$ cat src/rtl/fsm_seq_ctrl_pkg.sv
// Shared definitions for the FSM test-sequencing controller: state encoding and
// the layout of one stimulus vector {exp_y, x1, x2}.
package fsm_seq_ctrl_pkg;

   typedef enum logic [2:0] {
      StIdle  = 3'd0,
      StFrst  = 3'd1,
      StDrive = 3'd2,
      StCheck = 3'd3,
      StFin   = 3'd4
   } seq_state_e;

   localparam int unsigned X2Bit   = 0;
   localparam int unsigned X1Bit   = 1;
   localparam int unsigned ExpYBit = 2;
   localparam int unsigned VecW    = 3;

endpackage

$ cat src/rtl/fsm_seq_ctrl_mem.sv
// Vector table: DEPTH x 3 register file, synchronous write, combinational read.
// Contents are deliberately not reset so a table survives a controller reset.
module fsm_seq_ctrl_mem
   import fsm_seq_ctrl_pkg::*;
#(
   parameter int unsigned DEPTH = 16,
   parameter int unsigned AW    = 4
) (
   input  logic            i_clk,
   input  logic            i_wr_en,
   input  logic [AW-1:0]   i_wr_addr,
   input  logic [VecW-1:0] i_wr_data,
   input  logic [AW-1:0]   i_rd_addr,
   output logic [VecW-1:0] o_rd_data
);

   logic [VecW-1:0] r_mem [DEPTH];

   always_ff @(posedge i_clk) begin
      if (i_wr_en) begin
         r_mem[i_wr_addr] <= i_wr_data;
      end
   end

   assign o_rd_data = r_mem[i_rd_addr];

endmodule

$ cat src/rtl/fsm_seq_ctrl.sv
// Test sequencer for a two-input Moore FSM: resets it, plays the vector table on
// x1/x2, compares y after each step and reports mismatch count / first failure.
module fsm_seq_ctrl
   import fsm_seq_ctrl_pkg::*;
#(
   parameter int unsigned DEPTH = 16,
   parameter int unsigned AW    = 4,
   parameter int unsigned ECW   = 8
) (
   input  logic            i_clk,
   input  logic            i_rstn,
   input  logic            i_wr_en,
   input  logic [AW-1:0]   i_wr_addr,
   input  logic [VecW-1:0] i_wr_data,
   input  logic [AW:0]     i_len,
   input  logic            i_start,
   input  logic            i_abort,
   output logic            o_fsm_rstn,
   output logic            o_x1,
   output logic            o_x2,
   input  logic            i_y,
   output logic            o_busy,
   output logic            o_done,
   output logic            o_pass,
   output logic [ECW-1:0]  o_err_cnt,
   output logic [AW-1:0]   o_first_err
);

   localparam logic [AW:0]    DepthW = (AW+1)'(DEPTH);
   localparam logic [ECW-1:0] ErrMax = '1;

   seq_state_e      r_state, w_state_d;
   logic [AW:0]     r_n, w_n_d;
   logic [AW-1:0]   r_idx, w_idx_d;
   logic            r_fsm_rstn, w_fsm_rstn_d;
   logic            r_x1, w_x1_d;
   logic            r_x2, w_x2_d;
   logic            r_exp_y, w_exp_y_d;
   logic            r_busy, w_busy_d;
   logic            r_done, w_done_d;
   logic            r_pass, w_pass_d;
   logic [ECW-1:0]  r_err_cnt, w_err_cnt_d;
   logic [AW-1:0]   r_first_err, w_first_err_d;

   logic [AW:0]     w_len_clamp;
   logic [AW-1:0]   w_rd_addr;
   logic [VecW-1:0] w_rd_data;
   logic            w_last;
   logic            w_mismatch;
   logic [ECW-1:0]  w_err_inc;
   logic            w_abort;

   fsm_seq_ctrl_mem #(
      .DEPTH (DEPTH),
      .AW    (AW)
   ) u_mem (
      .i_clk     (i_clk),
      .i_wr_en   (i_wr_en & ~r_busy),
      .i_wr_addr (i_wr_addr),
      .i_wr_data (i_wr_data),
      .i_rd_addr (w_rd_addr),
      .o_rd_data (w_rd_data)
   );

   assign w_len_clamp = (i_len > DepthW) ? DepthW : i_len;
   // In CHECK the read port looks ahead to the vector loaded for the next DRIVE.
   assign w_rd_addr   = (r_state == StCheck) ? r_idx + 1'b1 : r_idx;
   assign w_last      = ({1'b0, r_idx} == r_n - 1'b1);
   assign w_mismatch  = (i_y != r_exp_y);
   assign w_err_inc   = (w_mismatch && (r_err_cnt != ErrMax)) ? r_err_cnt + 1'b1 : r_err_cnt;
   assign w_abort     = i_abort && (r_state != StIdle);

   always_ff @(posedge i_clk or negedge i_rstn) begin
      if (!i_rstn) begin
         r_state <= StIdle;
      end else begin
         r_state <= w_state_d;
      end
   end

   always_comb begin
      w_state_d = r_state;
      unique case (r_state)
         StIdle:  if (i_start) w_state_d = (w_len_clamp == '0) ? StFin : StFrst;
         StFrst:  w_state_d = StDrive;
         StDrive: w_state_d = StCheck;
         StCheck: w_state_d = w_last ? StFin : StDrive;
         StFin:   w_state_d = StIdle;
         default: w_state_d = StIdle;
      endcase
      if (w_abort) w_state_d = StIdle;
   end

   always_comb begin
      w_n_d         = r_n;
      w_idx_d       = r_idx;
      w_fsm_rstn_d  = r_fsm_rstn;
      w_x1_d        = r_x1;
      w_x2_d        = r_x2;
      w_exp_y_d     = r_exp_y;
      w_busy_d      = r_busy;
      w_done_d      = 1'b0;
      w_pass_d      = r_pass;
      w_err_cnt_d   = r_err_cnt;
      w_first_err_d = r_first_err;
      unique case (r_state)
         StIdle: begin
            w_fsm_rstn_d = 1'b1;
            w_x1_d       = 1'b0;
            w_x2_d       = 1'b0;
            if (i_start) begin
               w_n_d         = w_len_clamp;
               w_idx_d       = '0;
               w_err_cnt_d   = '0;
               w_first_err_d = '0;
               w_pass_d      = 1'b0;
               if (w_len_clamp == '0) begin
                  w_pass_d = 1'b1;
                  w_done_d = 1'b1;
               end else begin
                  w_busy_d     = 1'b1;
                  w_fsm_rstn_d = 1'b0;
               end
            end
         end
         StFrst: begin
            w_fsm_rstn_d = 1'b1;
            w_x1_d       = w_rd_data[X1Bit];
            w_x2_d       = w_rd_data[X2Bit];
            w_exp_y_d    = w_rd_data[ExpYBit];
         end
         StDrive: ;
         StCheck: begin
            w_err_cnt_d = w_err_inc;
            if (w_mismatch && (r_err_cnt == '0)) w_first_err_d = r_idx;
            if (w_last) begin
               w_busy_d = 1'b0;
               w_done_d = 1'b1;
               w_pass_d = (w_err_inc == '0);
               w_x1_d   = 1'b0;
               w_x2_d   = 1'b0;
            end else begin
               w_idx_d   = r_idx + 1'b1;
               w_x1_d    = w_rd_data[X1Bit];
               w_x2_d    = w_rd_data[X2Bit];
               w_exp_y_d = w_rd_data[ExpYBit];
            end
         end
         StFin: begin
            w_x1_d = 1'b0;
            w_x2_d = 1'b0;
         end
         default: ;
      endcase
      // Abort drops the in-flight compare and keeps the partial error record.
      if (w_abort) begin
         w_busy_d      = 1'b0;
         w_done_d      = 1'b0;
         w_pass_d      = 1'b0;
         w_x1_d        = 1'b0;
         w_x2_d        = 1'b0;
         w_fsm_rstn_d  = 1'b1;
         w_err_cnt_d   = r_err_cnt;
         w_first_err_d = r_first_err;
      end
   end

   always_ff @(posedge i_clk or negedge i_rstn) begin
      if (!i_rstn) begin
         r_n         <= '0;
         r_idx       <= '0;
         r_fsm_rstn  <= 1'b0;
         r_x1        <= 1'b0;
         r_x2        <= 1'b0;
         r_exp_y     <= 1'b0;
         r_busy      <= 1'b0;
         r_done      <= 1'b0;
         r_pass      <= 1'b0;
         r_err_cnt   <= '0;
         r_first_err <= '0;
      end else begin
         r_n         <= w_n_d;
         r_idx       <= w_idx_d;
         r_fsm_rstn  <= w_fsm_rstn_d;
         r_x1        <= w_x1_d;
         r_x2        <= w_x2_d;
         r_exp_y     <= w_exp_y_d;
         r_busy      <= w_busy_d;
         r_done      <= w_done_d;
         r_pass      <= w_pass_d;
         r_err_cnt   <= w_err_cnt_d;
         r_first_err <= w_first_err_d;
      end
   end

   assign o_fsm_rstn  = r_fsm_rstn;
   assign o_x1        = r_x1;
   assign o_x2        = r_x2;
   assign o_busy      = r_busy;
   assign o_done      = r_done;
   assign o_pass      = r_pass;
   assign o_err_cnt   = r_err_cnt;
   assign o_first_err = r_first_err;

endmodule

$ cat config.mk
export PLATFORM = sky130hd
export DESIGN_NAME = fsm_seq_ctrl
export DESIGN_NICKNAME = d
export VERILOG_FILES = /design/src/rtl/fsm_seq_ctrl_pkg.sv /design/src/rtl/fsm_seq_ctrl_mem.sv /design/src/rtl/fsm_seq_ctrl.sv
export SDC_FILE = /design/constraint.sdc
export NUM_CORES = 1
export LEC_CHECK = 0
export ABC_AREA = 1
export BUFFER_PORTS_ARGS = -buffer_cell sky130_fd_sc_hd__clkbuf_2
export CAP_MARGIN = 20
export CORE_MARGIN = 5
export CORE_UTILIZATION = 45
export CTS_BUF_LIST = sky130_fd_sc_hd__clkbuf_4 sky130_fd_sc_hd__clkbuf_8
export DETAILED_ROUTE_END_ITERATION = 8
export HOLD_SLACK_MARGIN = 0.1
export SYNTH_ARGS = -nofsm -noshare
export SYNTH_HDL_FRONTEND = slang
export SYNTH_SLANG_ARGS = --single-unit
export TNS_END_PERCENT = 100
$ cat constraint.sdc
create_clock -name i_clk -period 2.7 [get_ports i_clk]
set_input_delay 0 -clock i_clk [delete_from_list [all_inputs] [get_ports i_clk]]
set_output_delay 0 -clock i_clk [all_outputs]
set_load 0.1 [all_outputs]
Word-level counts from Yosys, hierarchy flattened --
Memory sizes are Yosys's and may differ from the RTL's. Index checks and enable logic that the tools add are counted.
Storage, ports and cells: register bits after elaboration 31, bits in writable memories 48, logic and storage cells 96, memories kept 1
Cells by class: add/sub/neg operators 3, $lt $le $gt $ge 1, eq/ne operators 13, multiplexer cells 42, bitwise gates (word level) 3, reduce and logical (&&, ||, !) cells 21
Memories:
- u_mem.r_mem | words 16, bits a word 3, rd ports 1, clocked after memory_dff 0, write ports 1, RTL line fsm_seq_ctrl_mem.sv:17 | logic [VecW-1:0] r_mem [DEPTH];
Operators with widths (number):
- 1-bit 2-to-1 mux | 20
- 8-bit logical NOT | 2
- 4-bit 2-to-1 mux | 4
- 8-bit 2-to-1 mux | 2
- 4-bit case mux with 2 select lines | 2
- 8-bit case mux with 2 select lines | 1
- 3-bit 2-to-1 mux | 4
- 3-bit case mux with 4 select lines | 1
- 1-bit case mux with 2 select lines | 5
- 3-bit != test, second input constant | 3
- 3-bit AND reduction | 3
- 3-bit nonzero test | 3
- 8-bit by 1-bit adder with 8-bit output, second input constant | 1
- 8-bit != test, second input constant | 1
- 4-bit AND reduction | 2
- 3-bit by 2-bit == test with 1-bit output, second input constant | 2
- 1-bit case mux with 3 select lines | 2
- 4-bit by 5-bit == test with 1-bit output | 1
- 5-bit greater-than comparator, second input constant | 1
- 5-bit logical NOT | 1
- 5-bit 2-to-1 mux | 1
- 5-bit by 1-bit subtractor with 5-bit output, second input constant | 1
- 4-bit by 1-bit adder with 4-bit output, second input constant | 1
- 2-bit != test, second input constant | 2
- 12 further kinds | 17

Longest topological paths before layout --
word-level depth 7, depth in mapped cells 16

By module --
From an unflattened synthesis, not the netlist that was laid out.
Second synthesis, totals: cells, all modules 490, area total of the unflattened synthesis 4152.7 sq um
By module, submodules not included:
- fsm_seq_ctrl_mem | instances 1, cells an instance 221, area each 2179.6 sq um, seq. area each 1441.4 sq um
- fsm_seq_ctrl | instances 1, cells an instance 269, area each 1973.1 sq um, seq. area each 775.7 sq um

Worst setup path after synthesis --
OpenSTA, ideal clock, no wires.
path kind reg-to-reg, start point register r_err_cnt[1], in the netlist o_err_cnt[1], end point register r_pass, in the netlist o_pass, library setup time 121 ps, data arrival time 2117 ps, data required time 2579 ps, slack 463 ps, cell stages (with the launch flop) 13, cells stage by stage dfrtp_1 > ha_1 > inv_1 > nor2_2 > nand2_2 > nand2_4 > inv_2 > o21ai_1 > nor2_1 > nand2_1 > nand2_1 > nand2_1 > nand2_1
On the way: longest elaborated chain between the ends 7, elaborated cells between the ends (all ways) 8
RTL lines:
- start, declared | RTL line fsm_seq_ctrl.sv:42 | logic [ECW-1:0] r_err_cnt, w_err_cnt_d;
- start signal, assigned | RTL line fsm_seq_ctrl.sv:191 | r_err_cnt <= w_err_cnt_d;
- branches (longest 2 deep; another with 8-bit by 1-bit adder with 8-bit output)
- 8-bit 2-to-1 mux * | RTL line fsm_seq_ctrl.sv:70 | assign w_err_inc = (w_mismatch && (r_err_cnt != ErrMax)) ? r_err_cnt + 1'b1 : r_err_cnt;
- 8-bit logical NOT * | RTL line fsm_seq_ctrl.sv:139 | w_pass_d = (w_err_inc == '0);
- 1-bit 2-to-1 mux * | RTL line fsm_seq_ctrl.sv:136 | if (w_last) begin
- 1-bit case mux with 2 select lines * | RTL line fsm_seq_ctrl.sv:106 | unique case (r_state)
- 1-bit 2-to-1 mux * | RTL line fsm_seq_ctrl.sv:156 | if (w_abort) begin
- end signal, assigned | RTL line fsm_seq_ctrl.sv:190 | r_pass <= w_pass_d;
- end, declared | RTL line fsm_seq_ctrl.sv:41 | logic r_pass, w_pass_d;
Every way passes the cells marked *. The select of a mux whose other input is x is not followed. A chain may end at the register's enable or synchronous reset.

Worst setup path in the final report --
start point register r_state[1], end point register r_n[0]
On the way: longest elaborated chain between the ends 2
RTL lines:
- start, declared | RTL line fsm_seq_ctrl.sv:32 | seq_state_e r_state, w_state_d;
- start signal, assigned | RTL line fsm_seq_ctrl.sv:75 | r_state <= StIdle;
- start signal, assigned | RTL line fsm_seq_ctrl.sv:77 | r_state <= w_state_d;
- 3-bit logical NOT | RTL line fsm_seq_ctrl.sv:106
- 2-bit AND reduction (no line)
- end signal, assigned | RTL line fsm_seq_ctrl.sv:182 | r_n <= w_n_d;
- end, declared | RTL line fsm_seq_ctrl.sv:33 | logic [AW:0] r_n, w_n_d;
Every way passes these cells.

==> impl_metrics.toml <==
[timing]
period_share_pct = 82.23
fin_crit_ns = 2.220
final-hold-violation-count = 0
setup_viol = 0
tightest_slew_ns = 0.8009
final.setup.tns_ns = 0
fmax_mhz = 450.4
hold_slack_ns = 0.09336
slew_violations = 0
fin_skew_ns = 0.007271
worst_slew_margin_rel_pct = 46.60
rsz0062_at_grt = "false"

[worst_hold_path]
min_path_type = "in2reg"

[synthesis]
synth-async-reset-ratio_pct = 39.24
synth.most_common_cell = "nand2_1"
synth.avg_cell_area_um2 = 8.586
synth_area_leaders = "edfxtp_1, dfrtp_1, nand2_1"
synth_seq_area_share_pct = 55.53
synthXorXnorAreaFrac_pct = 0.8775
synth_cell_types = 33
synth_common_cells = "nand2_1, nor2_1, edfxtp_1"
ys_seq_elements = 79
synth_top_area_share_pct = 36.10
synth_top_family_by_area = "simple AND/OR/NAND/NOR gates"
synth.area.mux_share_pct = 0.6268
synthCells = 465
synth-main-ff-cell = "edfxtp_1"
ys_warn_count = 0
synth_fa_ha_area_share_pct = 1.880
syn_area_mm2 = 0.003993
synth-compound-area-share_pct = 5.453
synth-edff-count = 48
syn_nets = 489
synth_area_leader_cell = "edfxtp_1"
synth-simple-area-share_pct = 30.02

[worst_setup_path]
critical_path_required_ns = 2.98
crit_type = "reg2reg"
start_kind = "register"
cp-startpoint = "r_state[1]$_DFFE_PN0P_"
critPathMaxFanout = 7
worst-r2r-cell-count = 8
rrSetupSlack_ns = 0.48
r2r-start = "r_state[1]$_DFFE_PN0P_"
critPathCaptureType = "register"
worstPathArrival_ns = 2.50
r2r_end = "r_n[0]$_DFFE_PN0P_"
crit_end = "r_n[0]$_DFFE_PN0P_"

[global_routing]
grt_pass1_vias = 3180
grt_pass1_wl_um = 14880
grt-ovfl-total = 0
grt_max_degree = 32
track_usage_pct = 16.84
grt_antenna_before_repair = 0

[floorplanning]
initial_core_util_pct = 46.01
die_x_um = 104.2
core_area_mm2 = 0.008678
rows = 34
dieArea_mm2 = 0.01086
pin_count = 36
die_height_um = 104.2

[cts]
cts_buffers = 9
path_clk_slew_ns = 0.09
clock_path_buffers = 2
clock_latency_ns = 0.36
clock-root-buffer = "clkbuf_8"
htree_levels = 3
cts_sinks = 79
cts_tree = "built"
cts_setup_buffers = 0
cts_resized = 0

[finish]
layout.cells.non_filler = 631
fin_nets = 542
design_area_mm2 = 0.004577
seqCellArea_mm2 = 0.002217
drive_above_1_share_pct = 13.96
antenna_cells = 0
areaGrowthSynthToFinish_pct = 14.63
fill_cells = 812
multi_input_comb_area_mm2 = 0.001551

[power]
power_density_mw_per_mm2 = 965.0
leakage_nw = 2.059
ir_worst_vdd_mv = 0.4419
finalPower_mw = 4.417

[routing]
wl_per_cell_um = 13.80
wirelength_um = 8709
ant_nets = 0
first_iter_violations = 152
via_count = 3225
drt-pass1-iter-count = 4
viasPerCell = 5.111
post-route-drc-count = 0

[place]
port_buffers = 35
hpwlAfterDp_um = 6147
place_area_mm2 = 0.004278
gp_congestion = 0.8421
post-place-cells = 603

[flow_run]
max-cap-violations = 0

[run_status]
status = "finished, final reports clean"
state kept, by name, indices dropped and copies added (netlist names):
| signal | count |
|---|---|
| o_busy | 1 |
| o_fsm_rstn | 1 |
| o_done | 1 |
| r_exp_y | 1 |
| r_n | 5 |
| r_state | 3 |
| o_err_cnt | 8 |
| o_x1 | 1 |
| u_mem.r_mem | 48 |
| o_first_err | 4 |
| o_x2 | 1 |
| r_idx | 4 |
| o_pass | 1 |
report_power, final:
group	total [mW]	internal (mW)	switching (mW)	leakage, nW
registers	1.53	1.41	0.113	0.845
clock network	0.805	0.342	0.463	0.0878
logic	2.09	0.621	1.46	1.13
cell type report:
type / count / area share [%]
clock buffers: 9 / 2.706
clock inverters: 7 / 1.203
inverters: 45 / 3.691
multi-input cells: 332 / 33.90
flip-flops and latches: 79 / 48.44
well taps: 108 / 2.952
repair buffers: 51 / 7.108
worst max-delay path, cell delays in order, from the launching register on:
cell and delay, ns:
dfrtp_1 0.45, nor2_1 0.18, nand2_2 0.11, nor2_1 0.37
inv_1 0.11, nor2_1 0.17, nand2_1 0.09, dlygate4sd3_1 0.59
o21ai_0 0.08
per-stage QoR:
stage / utilization (%) / setup WS, ns
detailed placement: 49.29 / 0.5548
finish: 52.74 / 0.4797
CTS: 52.74 / 0.5291
global placement: 49.29 / 0.5750
floorplan: - / 0.4626
global route: 52.74 / 0.2817
cells in the final DEF, fill, tap and decap left out, types with 4 or more instances in the layout:
| cell type | count |
|---|---|
| nand3_1 | 40 |
| nor2_1 | 81 |
| nand4_1 | 9 |
| clkbuf_8 | 9 |
| dlygate4sd3_1 | 12 |
| o21ai_0 | 12 |
| o22ai_1 | 9 |
| a21oi_1 | 6 |
| inv_2 | 4 |
| edfxtp_1 | 48 |
| dfrtp_1 | 31 |
| nand2_1 | 134 |
| nand2_2 | 6 |
| ha_1 | 6 |
| clkbuf_2 | 35 |
| buf_4 | 4 |
| inv_1 | 41 |
layer usage:
layer,track usage (%),up-vias,part of all wire [%]
met3,3.662,12,4.3
met1,22.17,1504,47
met4,5.273,0,1.4
met5,0,-,0
li1,-,1640,-
met2,27.78,69,48
worst min path at each step:
stage	startpoint	depth (start not counted)	slack (ns)	to
after floorplan	i_rstn	0	-0.30	o_busy$_DFFE_PN0P_
after global placement	i_rstn	1	0.13	r_n[2]$_DFFE_PN0P_
after detailed placement	i_rstn	1	0.13	r_n[4]$_DFFE_PN0P_
after CTS	i_wr_data[2]	1	0.11	u_mem.r_mem[7][2]$_DFFE_PP_
after global routing	i_wr_data[2]	1	0.10	u_mem.r_mem[13][2]$_DFFE_PP_
final	i_wr_data[2]	1	0.09	u_mem.r_mem[7][2]$_DFFE_PP_
what timing repair did:
action / 4_1_cts / 5_1_grt
endpoints found under the setup margin: 0 / 0
hold buffers: 12 / 0
endpoints found under the hold margin: 41 / 0
kinds of logic (layout without fill, tap and decap cells):
| family | after synthesis | after routing |
|---|---|---|
| buffers and inverters | 54 | 112 |
| adder cells (fa/ha/maj) | 6 | 6 |
| XOR/XNOR | 4 | 4 |
| AND/OR/NAND/NOR | 284 | 284 |
| AO/OA/AOI/OAI | 36 | 36 |
| flip-flops | 79 | 79 |
| multiplexers | 2 | 2 |
Power figures use the tool's default switching activity.
